<file path="config.mk">
export PLATFORM = sky130hd
export DESIGN_NAME = updown_sweep_ctrl
export DESIGN_NICKNAME = d
export VERILOG_FILES = /design/src/rtl/updown_sweep_ctrl.sv
export SDC_FILE = /design/constraint.sdc
export NUM_CORES = 1
export LEC_CHECK = 0
export CAP_MARGIN = 10
export CORE_MARGIN = 2
export CORE_UTILIZATION = 52
export DETAILED_ROUTE_END_ITERATION = 16
export PLACE_DENSITY = 0.81
export SYNTH_ARGS = -nofsm -noshare
export SYNTH_HDL_FRONTEND = slang
export SYNTH_SLANG_ARGS = --single-unit
</file>
<file path="constraint.sdc">
create_clock -name clk -period 4.5 [get_ports clk]
set_clock_uncertainty 0.05 [all_clocks]
set_input_delay 0.45 -clock clk [delete_from_list [all_inputs] [get_ports clk]]
set_output_delay 0.45 -clock clk [all_outputs]
set_load 0.02 [all_outputs]
</file>
<file path="src/rtl/updown_sweep_ctrl.sv">
// Up/down sweep controller: drives an external loadable up/down counter
// between latched limits, dwelling at each end point, until stopped.
module updown_sweep_ctrl #(
   parameter int WIDTH = 4,
   parameter int DWELL = 3
) (
   input  logic             clk,
   input  logic             reset,
   input  logic             start,
   input  logic             stop,
   input  logic [WIDTH-1:0] lo_lim,
   input  logic [WIDTH-1:0] hi_lim,
   input  logic [WIDTH-1:0] cnt_in,
   output logic             cnt_en,
   output logic             UpDown,
   output logic             load,
   output logic [WIDTH-1:0] load_val,
   output logic             busy,
   output logic             sweep_done,
   output logic             cfg_err,
   output logic [7:0]       sweeps
);

   localparam logic [2:0] S_IDLE     = 3'd0;
   localparam logic [2:0] S_LOAD     = 3'd1;
   localparam logic [2:0] S_UP       = 3'd2;
   localparam logic [2:0] S_DWELL_HI = 3'd3;
   localparam logic [2:0] S_DOWN     = 3'd4;
   localparam logic [2:0] S_DWELL_LO = 3'd5;

   localparam int DW = $clog2(DWELL + 1);
   localparam logic [DW-1:0] DWELL_LAST = DW'(DWELL - 1);

   logic [2:0]       state_q, state_d;
   logic [WIDTH-1:0] lo_q, lo_d;
   logic [WIDTH-1:0] hi_q, hi_d;
   logic [DW-1:0]    dwell_q, dwell_d;
   logic [7:0]       sweeps_q, sweeps_d;
   logic             done_q, done_d;
   logic             err_q, err_d;

   always_comb begin
      state_d  = state_q;
      lo_d     = lo_q;
      hi_d     = hi_q;
      dwell_d  = '0;
      sweeps_d = sweeps_q;
      done_d   = 1'b0;
      err_d    = 1'b0;
      case (state_q)
         S_IDLE: begin
            if (start && !stop) begin
               if (lo_lim < hi_lim) begin
                  lo_d    = lo_lim;
                  hi_d    = hi_lim;
                  state_d = S_LOAD;
               end else begin
                  err_d = 1'b1;
               end
            end
         end
         S_LOAD: state_d = S_UP;
         S_UP: begin
            if (cnt_in >= hi_q) state_d = S_DWELL_HI;
         end
         S_DWELL_HI: begin
            if (dwell_q == DWELL_LAST) state_d = S_DOWN;
            else dwell_d = dwell_q + 1'b1;
         end
         S_DOWN: begin
            if (cnt_in <= lo_q) state_d = S_DWELL_LO;
         end
         S_DWELL_LO: begin
            if (dwell_q == DWELL_LAST) begin
               state_d = S_UP;
               done_d  = 1'b1;
               if (sweeps_q != 8'hFF) sweeps_d = sweeps_q + 8'd1;
            end else begin
               dwell_d = dwell_q + 1'b1;
            end
         end
         default: state_d = S_IDLE;
      endcase
      // stop wins over a sweep that would complete this cycle
      if (stop && state_q != S_IDLE) begin
         state_d  = S_IDLE;
         done_d   = 1'b0;
         sweeps_d = sweeps_q;
      end
   end

   always_ff @(posedge clk) begin
      if (reset) begin
         state_q  <= S_IDLE;
         lo_q     <= '0;
         hi_q     <= '0;
         dwell_q  <= '0;
         sweeps_q <= '0;
         done_q   <= 1'b0;
         err_q    <= 1'b0;
      end else begin
         state_q  <= state_d;
         lo_q     <= lo_d;
         hi_q     <= hi_d;
         dwell_q  <= dwell_d;
         sweeps_q <= sweeps_d;
         done_q   <= done_d;
         err_q    <= err_d;
      end
   end

   assign load       = (state_q == S_LOAD);
   assign load_val   = lo_q;
   assign busy       = (state_q != S_IDLE);
   assign UpDown     = !(state_q == S_DOWN || state_q == S_DWELL_LO);
   assign cnt_en     = (state_q == S_UP   && cnt_in < hi_q) ||
                       (state_q == S_DOWN && cnt_in > lo_q);
   assign sweep_done = done_q;
   assign cfg_err    = err_q;
   assign sweeps     = sweeps_q;

endmodule
</file>
* Word level (Yosys, flattened, before mapping)
Index checks and enable logic that the tools add are counted.
** Storage, ports and cells
- Register bits after elaboration :: 23
- Bits of input ports :: 16
- Output and inout bits :: 18
- Word-level logic and storage cells :: 59
** Cells by class
- Add/sub/neg operators :: 2
- $lt $le $gt $ge :: 5
- Eq/ne operators :: 13
- Muxes and demuxes :: 9
- Bitwise operators :: 5
- Reduce and logical (&&, ||, !) cells :: 18
** Operator list (number)
- 3-bit 2-to-1 mux :: 6
- 3-bit one-hot mux with 6 select lines :: 1
- 2-bit inequality test (second input constant) :: 6
- 3-bit OR reduction :: 3
- 8-bit by 1-bit adder with 8-bit output (second input constant) :: 1
- 4-bit < comparator :: 2
- 8-bit inequality test (second input constant) :: 1
- 3-bit by 2-bit == test with 1-bit output (second input constant) :: 2
- 3-bit == test (second input constant) :: 2
- 6-bit AND reduction :: 1
- 1-bit NOT :: 5
- 4-bit >= comparator :: 1
- 4-bit > comparator :: 1
- 4-bit <= comparator :: 1
- 1-bit logical AND :: 4
- 4-bit AND reduction :: 1
- 2-bit OR reduction :: 2
- 3-bit by 1-bit == test with 1-bit output (second input constant) :: 1
- 3-bit zero test :: 1
- 3-bit AND reduction :: 1
- 3-bit nonzero test :: 1
- 2-bit by 1-bit adder with 2-bit output (second input constant) :: 1
- 2-bit == test (second input constant) :: 1
- 1-bit zero test :: 2
- 2 further kinds :: 4

* Depth between registers and ports, before layout
- Depth after elaboration :: 4
- Mapped depth :: 8
- Gate-level depth less buffers :: 7

* Worst setup path before layout
No wires, ideal clock.
- Path type :: input to output
- Start :: input port cnt_in[3]
- End :: output port cnt_en
- Data arrival time :: 1.485 ns
- Data required time :: 4.000 ns
- Setup slack :: 2.515 ns
- Stages on the path :: 5
- Path buffers :: 0
- Cell sequence :: ha_1 or4b_4 a21oi_2 o21ai_0 nand2_1
** On the way
- Longest elaborated chain between the ends :: 3
- Elaborated cells on any way between the ends :: 5
- Those cells by class :: order compare (2); reduce/logical (3)
** RTL lines
- start: declaration :: line 13 : input logic [WIDTH-1:0] cnt_in,
- 4-bit < comparator or 4-bit > comparator (tied branches) :: line 116, 117
- 1-bit logical AND, on equally long branches :: line 116, 117
- 1-bit logical OR (*) :: line 116 : assign cnt_en = (state_q == S_UP && cnt_in < hi_q) ||
- end: declaration :: line 14 : output logic cnt_en,
Every way passes the cells marked *; elsewhere a longest branch is shown, timed or not.

* Final worst setup path
Same ends and word-level chain as after synthesis.

==> flow_summary.toml <==
[route]
vias = 1138
first_pass_iters = 4
wl_um = 2750
ant_nets = 0
wl_per_cell_um = 13.4
drt_iter0_drc = 16
viasPerCell = 5.55
drc = 0

[clocking]
cts-root-buf = "clkbuf_4"
cts.path.max_buffers = 2
cts.htree.levels = 1
clk-insertion-delay-late_ps = 300
cts_tree = "done"
cts-resized-gates = 0
clock_sinks = 23
cts_made_buffers = 3
cts-hold-fix-buffers = 0
path_clk_slew_ps = 120
cts_setup_buffers = 0

[timing]
finalSetupViolCount = 0
drv_slew = 0
setup-tns-final_ps = 0
rsz0062_at_grt = "false"
fin_crit_ps = 2990
fmax_mhz = 334
relSlewSlack_pct = 40.7
period_share_pct = 66.5
hold_viol = 0
tightest_slew_ps = 888

[die]
ios = 34
num_rows = 18
die-area_um2 = 2960
initial_core_util_pct = 54.3
core-area_um2 = 2430
chipWidth_um = 54.4
fp.dieH_um = 54.4

[logic_synthesis]
yosys-top-cells-area = "dfxtp_1, ha_1, mux2i_1"
synth-seq-cells = 23
synth_area_um2 = 1320
synth_cells = 144
synth.largest_area_cell = "dfxtp_1"
syn_avg_cell_area_um2 = 9.18
ys_warn_count = 0
synth_nets = 173
synth_top_area_share_pct = 34.8
yosysSeqAreaShare_pct = 34.8
ys_types = 38

[placed_design]
gp_congestion = 0.728
io_buffer_count = 33
dpl.hpwl_um = 2230

[final_layout]
area_delta_synth_final_pct = 27.1
drive_gt1_share_pct = 5.71
num-nets-final = 205
antenna_cells = 0

[global_routing]
track_usage_pct = 20.3
grt_pass1_wl_um = 4370
grt_overflow = 0
grt_start_max_net_pins = 21
antenna_found_initial = 0
grt_pass1_vias = 1083

[power_and_ir_drop]
leakagePower_nw = 0.632
vdd_drop_max_v = 0.000239
power.total_uw = 589
power_density_nw_per_um2 = 351

[worst_setup_path]
reg2regPathDepth = 5
cp_slowest_cell = "clkdlybuf4s50_1"
critPathLaunchType = "input port"
cp_num_buf_inv = 2
reg2reg_to = "load_val[1]$_SDFFE_PP0P_"
critical_path.top_delay_family = "buffers and inverters"
worstReg2RegStart = "state_q[1]$_SDFFE_PP0P_"
critical_path.max_fanout = 2
arrival_ps = 2490
worst-setup-path-type = "in -> out"
crit_chain = "clkdlybuf4s50_1 > ha_1 > or4b_4 > a21oi_2 > o21ai_0 > nand2_1 > clkdlybuf4s50_1"
ff2ff_setup_slack_ps = 2110
cp.required_ps = 4000
end_kind = "output pin"
cpMostUsedCell = "clkdlybuf4s50_1"
cpPeakStageDelay_ps = 590

[min_path]
hold_end = "dwell_q[0]$_SDFF_PP0_"
holdCritStartpoint = "dwell_q[0]$_SDFF_PP0_"
hold_path_depth = 1
hold_class = "reg -> reg"

[status]
status = "finished clean"

[job]
drv_cap = 0
-- cells in the final DEF, fill, tap and decap left out, types with 2 or more instances in the layout --
cell / count
a211oi_1: 2
a21o_1: 3
a21oi_1: 7
a41oi_1: 2
and3_1: 2
clkbuf_4: 3
clkdlybuf4s50_1: 33
dfxtp_1: 23
ha_1: 13
inv_1: 12
mux2i_1: 9
nand2_1: 5
nand2b_1: 2
nand3_1: 2
nand4_1: 4
nor2_1: 17
nor2b_1: 3
nor3_1: 3
nor3b_1: 3
o211ai_1: 2
o21ai_0: 3
xnor2_1: 2
xor2_1: 6
-- cells in the mapped netlist, drive strengths merged --
master / n
and2b: 1
mux2i: 9
a41oi: 2
nor3b: 3
nand4b: 1
or2b: 1
o21a: 1
nand3b: 1
dfxtp: 23
buf: 4
or3: 1
nand2: 5
clkbuf: 2
or4b: 1
xor2: 6
a211oi: 3
inv: 12
xnor2: 2
o21ai: 4
and3: 2
a21o: 3
nor3: 3
nor2b: 3
nand2b: 2
o211ai: 2
a2111oi: 1
a21oi: 8
and4: 2
nand4: 4
nor2: 17
ha: 13
nand3: 2
-- layout make-up --
cell class	instances	area (µm²)
multi-input combinational	103	779
fill	218	753
sequential	23	460
timing repair buffer	33	330
inverter	12	45.0
tap	30	37.5
clock buffer	4	26.3
-- through the flow --
stage / area (µm²) / hold WS [ps] / setup WS, ps / utilization [%] / cells
2_1_floorplan: 1320 / 351 / 2520 / - / 144
3_3_place_gp: 1650 / 357 / 1530 / 68.0 / 201
3_5_place_dp: 1650 / 373 / 1500 / 68.0 / 201
4_1_cts: 1680 / 391 / 1490 / 69.0 / 205
5_1_grt: 1680 / 406 / 1410 / 69.0 / 205
6_report: 1680 / 386 / 1510 / 69.0 / 205
-- worst max-delay path by stage --
| stage | from | endpoint | slack, ps | cells past startpoint |
|---|---|---|---|---|
| after floorplan | cnt_in[3] | cnt_en | 2520 | 5 |
| after global placement | cnt_in[3] | cnt_en | 1530 | 7 |
| after detailed placement | cnt_in[3] | cnt_en | 1500 | 7 |
| after CTS | cnt_in[3] | cnt_en | 1490 | 7 |
| after global routing | cnt_in[3] | cnt_en | 1410 | 7 |
| final | cnt_in[3] | cnt_en | 1510 | 7 |
-- routing by layer --
metal  vias to the layer above  GRT usage (%)  routed length (µm)
li1                        572              -                   -
met1                       539           22.5                1220
met2                        25           38.8                1400
met3                         2           5.19                 122
met4                         0           3.75                  10
met5                         -              0                   0
-- report_power, final --
part / internal [mW] / switching (mW) / leakage [nW]
clock: 0.0346 / 0.0597 / 0.0150
sequential: 0.221 / 0.0315 / 0.186
combinational: 0.129 / 0.114 / 0.431
total: 0.384 / 0.205 / 0.632
-- flip-flops by register name (all words and copies together) (netlist names) --
name	flops
state_q	3
cfg_err	1
sweep_done	1
hi_q	4
sweeps	8
dwell_q	2
load_val	4
-- cell families after synthesis --
kind of cell	count (synthesis)	synth area share (%)
fa+ha+maj	13	12.3
xor+xnor	8	5.30
flops	23	34.8
compound gates	24	14.0
buf+inv	18	6.16
simple gates	49	20.5
mux	9	6.82
(Power assumes the default switching activity.)
==> edit 1 (config.mk and constraints unchanged) <==
Register the inputs `start`, `stop`, `lo_lim`, `hi_lim` and `cnt_in` before use, with the module's reset. The logic sees them one clock later. Comments in the files are not updated.
--- a/src/rtl/updown_sweep_ctrl.sv
+++ b/src/rtl/updown_sweep_ctrl.sv
@@ -33,2 +33,24 @@
 
+   logic start_q;
+   logic stop_q;
+   logic [WIDTH-1:0] lo_lim_q;
+   logic [WIDTH-1:0] hi_lim_q;
+   logic [WIDTH-1:0] cnt_q;
+
+   always_ff @(posedge clk) begin
+      if (reset) begin
+         start_q  <= '0;
+         stop_q   <= '0;
+         lo_lim_q <= '0;
+         hi_lim_q <= '0;
+         cnt_q    <= '0;
+      end else begin
+         start_q  <= start;
+         stop_q   <= stop;
+         lo_lim_q <= lo_lim;
+         hi_lim_q <= hi_lim;
+         cnt_q    <= cnt_in;
+      end
+   end
+
    logic [2:0]       state_q, state_d;
@@ -51,6 +73,6 @@
          S_IDLE: begin
-            if (start && !stop) begin
-               if (lo_lim < hi_lim) begin
-                  lo_d    = lo_lim;
-                  hi_d    = hi_lim;
+            if (start_q && !stop_q) begin
+               if (lo_lim_q < hi_lim_q) begin
+                  lo_d    = lo_lim_q;
+                  hi_d    = hi_lim_q;
                   state_d = S_LOAD;
@@ -63,3 +85,3 @@
          S_UP: begin
-            if (cnt_in >= hi_q) state_d = S_DWELL_HI;
+            if (cnt_q >= hi_q) state_d = S_DWELL_HI;
          end
@@ -70,3 +92,3 @@
          S_DOWN: begin
-            if (cnt_in <= lo_q) state_d = S_DWELL_LO;
+            if (cnt_q <= lo_q) state_d = S_DWELL_LO;
          end
@@ -84,3 +106,3 @@
       // stop wins over a sweep that would complete this cycle
-      if (stop && state_q != S_IDLE) begin
+      if (stop_q && state_q != S_IDLE) begin
          state_d  = S_IDLE;
@@ -115,4 +137,4 @@
    assign UpDown     = !(state_q == S_DOWN || state_q == S_DWELL_LO);
-   assign cnt_en     = (state_q == S_UP   && cnt_in < hi_q) ||
-                       (state_q == S_DOWN && cnt_in > lo_q);
+   assign cnt_en     = (state_q == S_UP   && cnt_q < hi_q) ||
+                       (state_q == S_DOWN && cnt_q > lo_q);
    assign sweep_done = done_q;
Function: changed (Yosys sat finds a counterexample within 4 cycles, from zero or initial values and one cycle with reset high).
==> edit 1 against the unedited design <==
Power grew 28%; final area grew 27%; sequential power rose by 47%; sequential cell count increased by 14; synthesized area increased by 30%; clock power is 110% higher; worst setup slack improved by 0.26 ns; routed wire length grew 23%; highest routed layer unchanged.
==> edit 1: results <==
group,metric,value,unit
place,post-dp-hpwl,2.561,mm
clock_tree,cts_buffers,5,
synth,ys_types,36,
synth,synthCells,185,
final_layout,largest_reg_flops,8,
final_layout,drive_gt1_frac,0.05023,
final_layout,n_antenna_cell,0,
clock_tree,clockBufferDepth,2,
detailed_routing,drtIter0Drc,112,
status,status,"completed",
synth,synth-main-ff-cell,"dfxtp_1",
detailed_routing,num_vias,1405,
sta,worst_pin_slew,0.4684,ns
clock_tree,post_cts_resized,0,
final_layout,fin_cells,263,
worst_setup_path,critPathArrivalTime,2.24,ns
grt,grtUsageTotal,0.2077,
synth,ys_seq_area_frac,0.4312,
worst_setup_path,slowest_stage,"clkdlybuf4s50_1",
final_layout,nets,247,
grt,antenna_found_initial,0,
grt,grt_util_met3,0.06303,
worst_setup_path,worstPathMaxFanout,10,
clock_tree,cts_root_buf,"clkbuf_4",
grt,grt_pass1_vias,1271,
synth,synth_warnings,0,
place,io_buffers,33,
clock_tree,htreeDepth,2,
grt,grt_util_met1,0.2186,
worst_setup_path,slowest_delay,0.64,ns
clock_tree,clkTransAtPathRegs,0.11,ns
power,total_leakage_power,0.8196,nW
detailed_routing,drt_wl_total,3.375,mm
synth,synth_nets,214,
clock_tree,postCtsSetupBuffers,0,
detailed_routing,detail_route.first_pass.iterations,4,
grt,grt_max_degree,36,
worst_hold_path,hold_class,"reg2reg",
clock_tree,worstSkewPairLatency,0.34,ns
place,gp_congestion,0.9344,
power,vdd_ir_drop_max,219.2,µV
grt,grt_pass1_wl,5.533,mm
synth,synth.area.top_cells,"dfxtp_1 (43%), ha_1 (9.5%), nor2b_1 (6.2%)",
synth,async_flop_share,0,
power,swShare,0.2997,
synth,synthTopCellsByCount,"dfxtp_1 (37), nor2_1 (20), nor2b_1 (17)",
grt,grt_use_met2,0.3587,
## edit 1: power groups by stage
| stage | logic (W) | registers, W | clock network [W] |
|---|---|---|---|
| after floorplan | 0.000138 | 0.000364 | 0 |
| after global placement | 0.000177 | 0.000378 | 0 |
| after detailed placement | 0.000182 | 0.000380 | 0 |
| after CTS | 0.000183 | 0.000372 | 0.000202 |
| after global routing | 0.000199 | 0.000376 | 0.000215 |
| final | 0.000184 | 0.000373 | 0.000197 |
## edit 1: area by class of cell
cell class                 count  area (µm²)
timing repair buffer          34       337.8
multi-input combinational    126       880.8
sequential                    37       740.7
fill                         256       965.9
inverter                      14       52.55
tap                           44       55.05
clock buffer                   7       65.06
clock inverter                 1       5.005
## edit 1: logic make-up (layout without fill, tap and decap cells)
| kind of cell | Yosys count | after routing | share of synthesized area |
|---|---|---|---|
| buf+inv | 22 | 56 | 0.05608 |
| fa+ha+maj | 13 | 13 | 0.09469 |
| simple gates | 74 | 74 | 0.2462 |
| xor+xnor | 6 | 6 | 0.03059 |
| flops | 37 | 37 | 0.4312 |
| compound gates | 25 | 25 | 0.09469 |
| mux | 8 | 8 | 0.04662 |
## edit 1: path summary, 6_finish.rpt
check	from	endpoint	slack (ns)	cells past startpoint
min reg2reg	dwell_q[0]$_SDFF_PP0_	dwell_q[0]$_SDFF_PP0_	0.39	1
max reg2reg	hi_lim_q[1]$_SDFF_PP0_	load_val[0]$_SDFFE_PP0P_	2.47	7
min	dwell_q[0]$_SDFF_PP0_	dwell_q[0]$_SDFF_PP0_	0.39	1
max	state_q[2]$_SDFFE_PP0P_	cnt_en	1.76	5
## edit 1: routing by layer
layer / share of wire / vias up
met5: 0 / -
met4: 0.039 / 0
met3: 0.058 / 14
met2: 0.49 / 57
met1: 0.42 / 637
li1: - / 697
## edit 1: per-stage QoR
stage                     area, µm²  setup WS, ns  total power (W)  utilization
final                          2137         1.762        0.0007541       0.6887
after global routing           2137         1.626        0.0007894       0.6887
after CTS                      2137         1.767        0.0007571       0.6887
after detailed placement       2067         2.163        0.0005617       0.6661
after global placement         2067         2.212        0.0005546       0.6661
after floorplan                1718         2.520        0.0005019            -
==> edit 2 (config.mk and constraints unchanged) <==
Made on the original files. The parameter `DWELL` goes from 3 to 6.
--- a/src/rtl/updown_sweep_ctrl.sv
+++ b/src/rtl/updown_sweep_ctrl.sv
@@ -4,3 +4,3 @@
    parameter int WIDTH = 4,
-   parameter int DWELL = 3
+   parameter int DWELL = 6
 ) (
Check against the original RTL: not equivalent (a bounded check fails within 10 cycles, from zero or initial values and one cycle with reset high).
==> edit 2 against the unedited design <==
Synthesized area rose by 1.1%; power rose by 3.8%; via count rose by 3.9%; final area up 2.1%; routed wire length rose by 7.5%; worst setup slack worse by 0.067 ns; critical path depth is the same; maximum frequency down 2.2%; global-route usage rose by 1.5 points; count of clock-buffer cells in the layout unchanged; sequential cell count grew 1; critical path type unchanged; largest cell class unchanged; largest power group unchanged; highest routed layer unchanged.
==> edit 2: results <==
group,metric,value,unit
status,status,"completed",
worst_setup_path,timing.rr.end,"hi_q[2]$_SDFFE_PP0P_",
synth,ys_seq_area_frac,0.3596,
place,place_area,1678,µm²
place,post-dp-hpwl,2.244,mm
worst_setup_path,r2r_slack,2.23,ns
grt,grt_pass1_wl,4.664,mm
synth,synth.area.top_cells,"dfxtp_1 (36%), ha_1 (13%), mux2i_1 (6.7%)",
power,p_sw,0.0002060,W
clock_tree,clkTransAtPathRegs,0.13,ns
clock_tree,htreeDepth,1,
synth,ys_types,34,
worst_setup_path,critPathArrivalTime,2.56,ns
worst_hold_path,min_from,"dwell_q[0]$_SDFF_PP0_",
power,total_leakage_power,0.6410,nW
synth,synth_compound_area_frac,0.1189,
final_layout,nets,213,
power,vdd_ir_drop_max,288.1,µV
grt,grtUsageTotal,0.2177,
place,pre_cts_ws,1.464,ns
place,io_buffers,33,
worst_setup_path,r2r_start,"state_q[0]$_SDFFE_PP0P_",
detailed_routing,drtIter0Drc,23,
synth,synth_xor_area_frac,0.04588,
detailed_routing,wl_per_cell,13.93,µm
floorplan,die_x,54.69,µm
detailed_routing,num_vias,1182,
synth,synthTopCellsByCount,"dfxtp_1 (24), nor2_1 (17), inv_1 (15)",
grt,grt_max_degree,23,
final_layout,n_antenna_cell,0,
sta,min_period_over_period,0.6799,
sta,max_slew_margin,0.4109,
synth,synth_nets,179,
final_layout,drive_gt1_frac,0.04945,
grt,grt_pass1_vias,1143,
synth,synthAdderAreaFrac,0.1311,
synth,synthMuxAreaShare,0.08427,
clock_tree,clockBufferDepth,2,
place,gp_congestion,0.7554,
clock_tree,post_cts_resized,0,
[edit 2: cell type report]
type	count	area, µm²
clock buffers	4	36.28
well taps	30	37.54
inverters	15	56.30
fillers	198	740.7
repair buffers	33	330.3
flip-flops and latches	24	480.5
multi-input cells	106	773.2
[edit 2: stage by stage]
| step | std cells | hold slack [ns] | power (W) |
|---|---|---|---|
| 2_1_floorplan | 149 | 0.3895 | 0.0004261 |
| 5_1_grt | 212 | 0.4600 | 0.0006510 |
| 3_5_place_dp | 208 | 0.4213 | 0.0005006 |
| 6_report | 212 | 0.4385 | 0.0006118 |
| 4_1_cts | 212 | 0.4397 | 0.0006160 |
| 3_3_place_gp | 208 | 0.3998 | 0.0004978 |
[edit 2: power groups by stage]
stage / registers, W / logic [W] / clock network (W)
5_1_grt: 0.000258 / 0.000270 / 0.000123
2_1_floorplan: 0.000251 / 0.000175 / 0
3_3_place_gp: 0.000258 / 0.000240 / 0
3_5_place_dp: 0.000259 / 0.000242 / 0
4_1_cts: 0.000254 / 0.000244 / 0.000118
6_report: 0.000255 / 0.000244 / 0.000112
[edit 2: routing by layer]
metal | vias to the layer above | global-route usage | routed length, µm
met4 | 0 | 0.1250 | 86
met2 | 27 | 0.3929 | 1442
met1 | 556 | 0.2348 | 1306
met5 | - | 0 | 0
met3 | 10 | 0.03825 | 116
li1 | 589 | - | -
[edit 2: critical path, delay by kind of cell]
family | cells | cell delay (ns)
buffers and inverters | 2 | 1.05
AND/OR/NAND/NOR | 2 | 0.56
AO/OA/AOI/OAI | 2 | 0.27
adder cells (fa/ha/maj) | 1 | 0.22
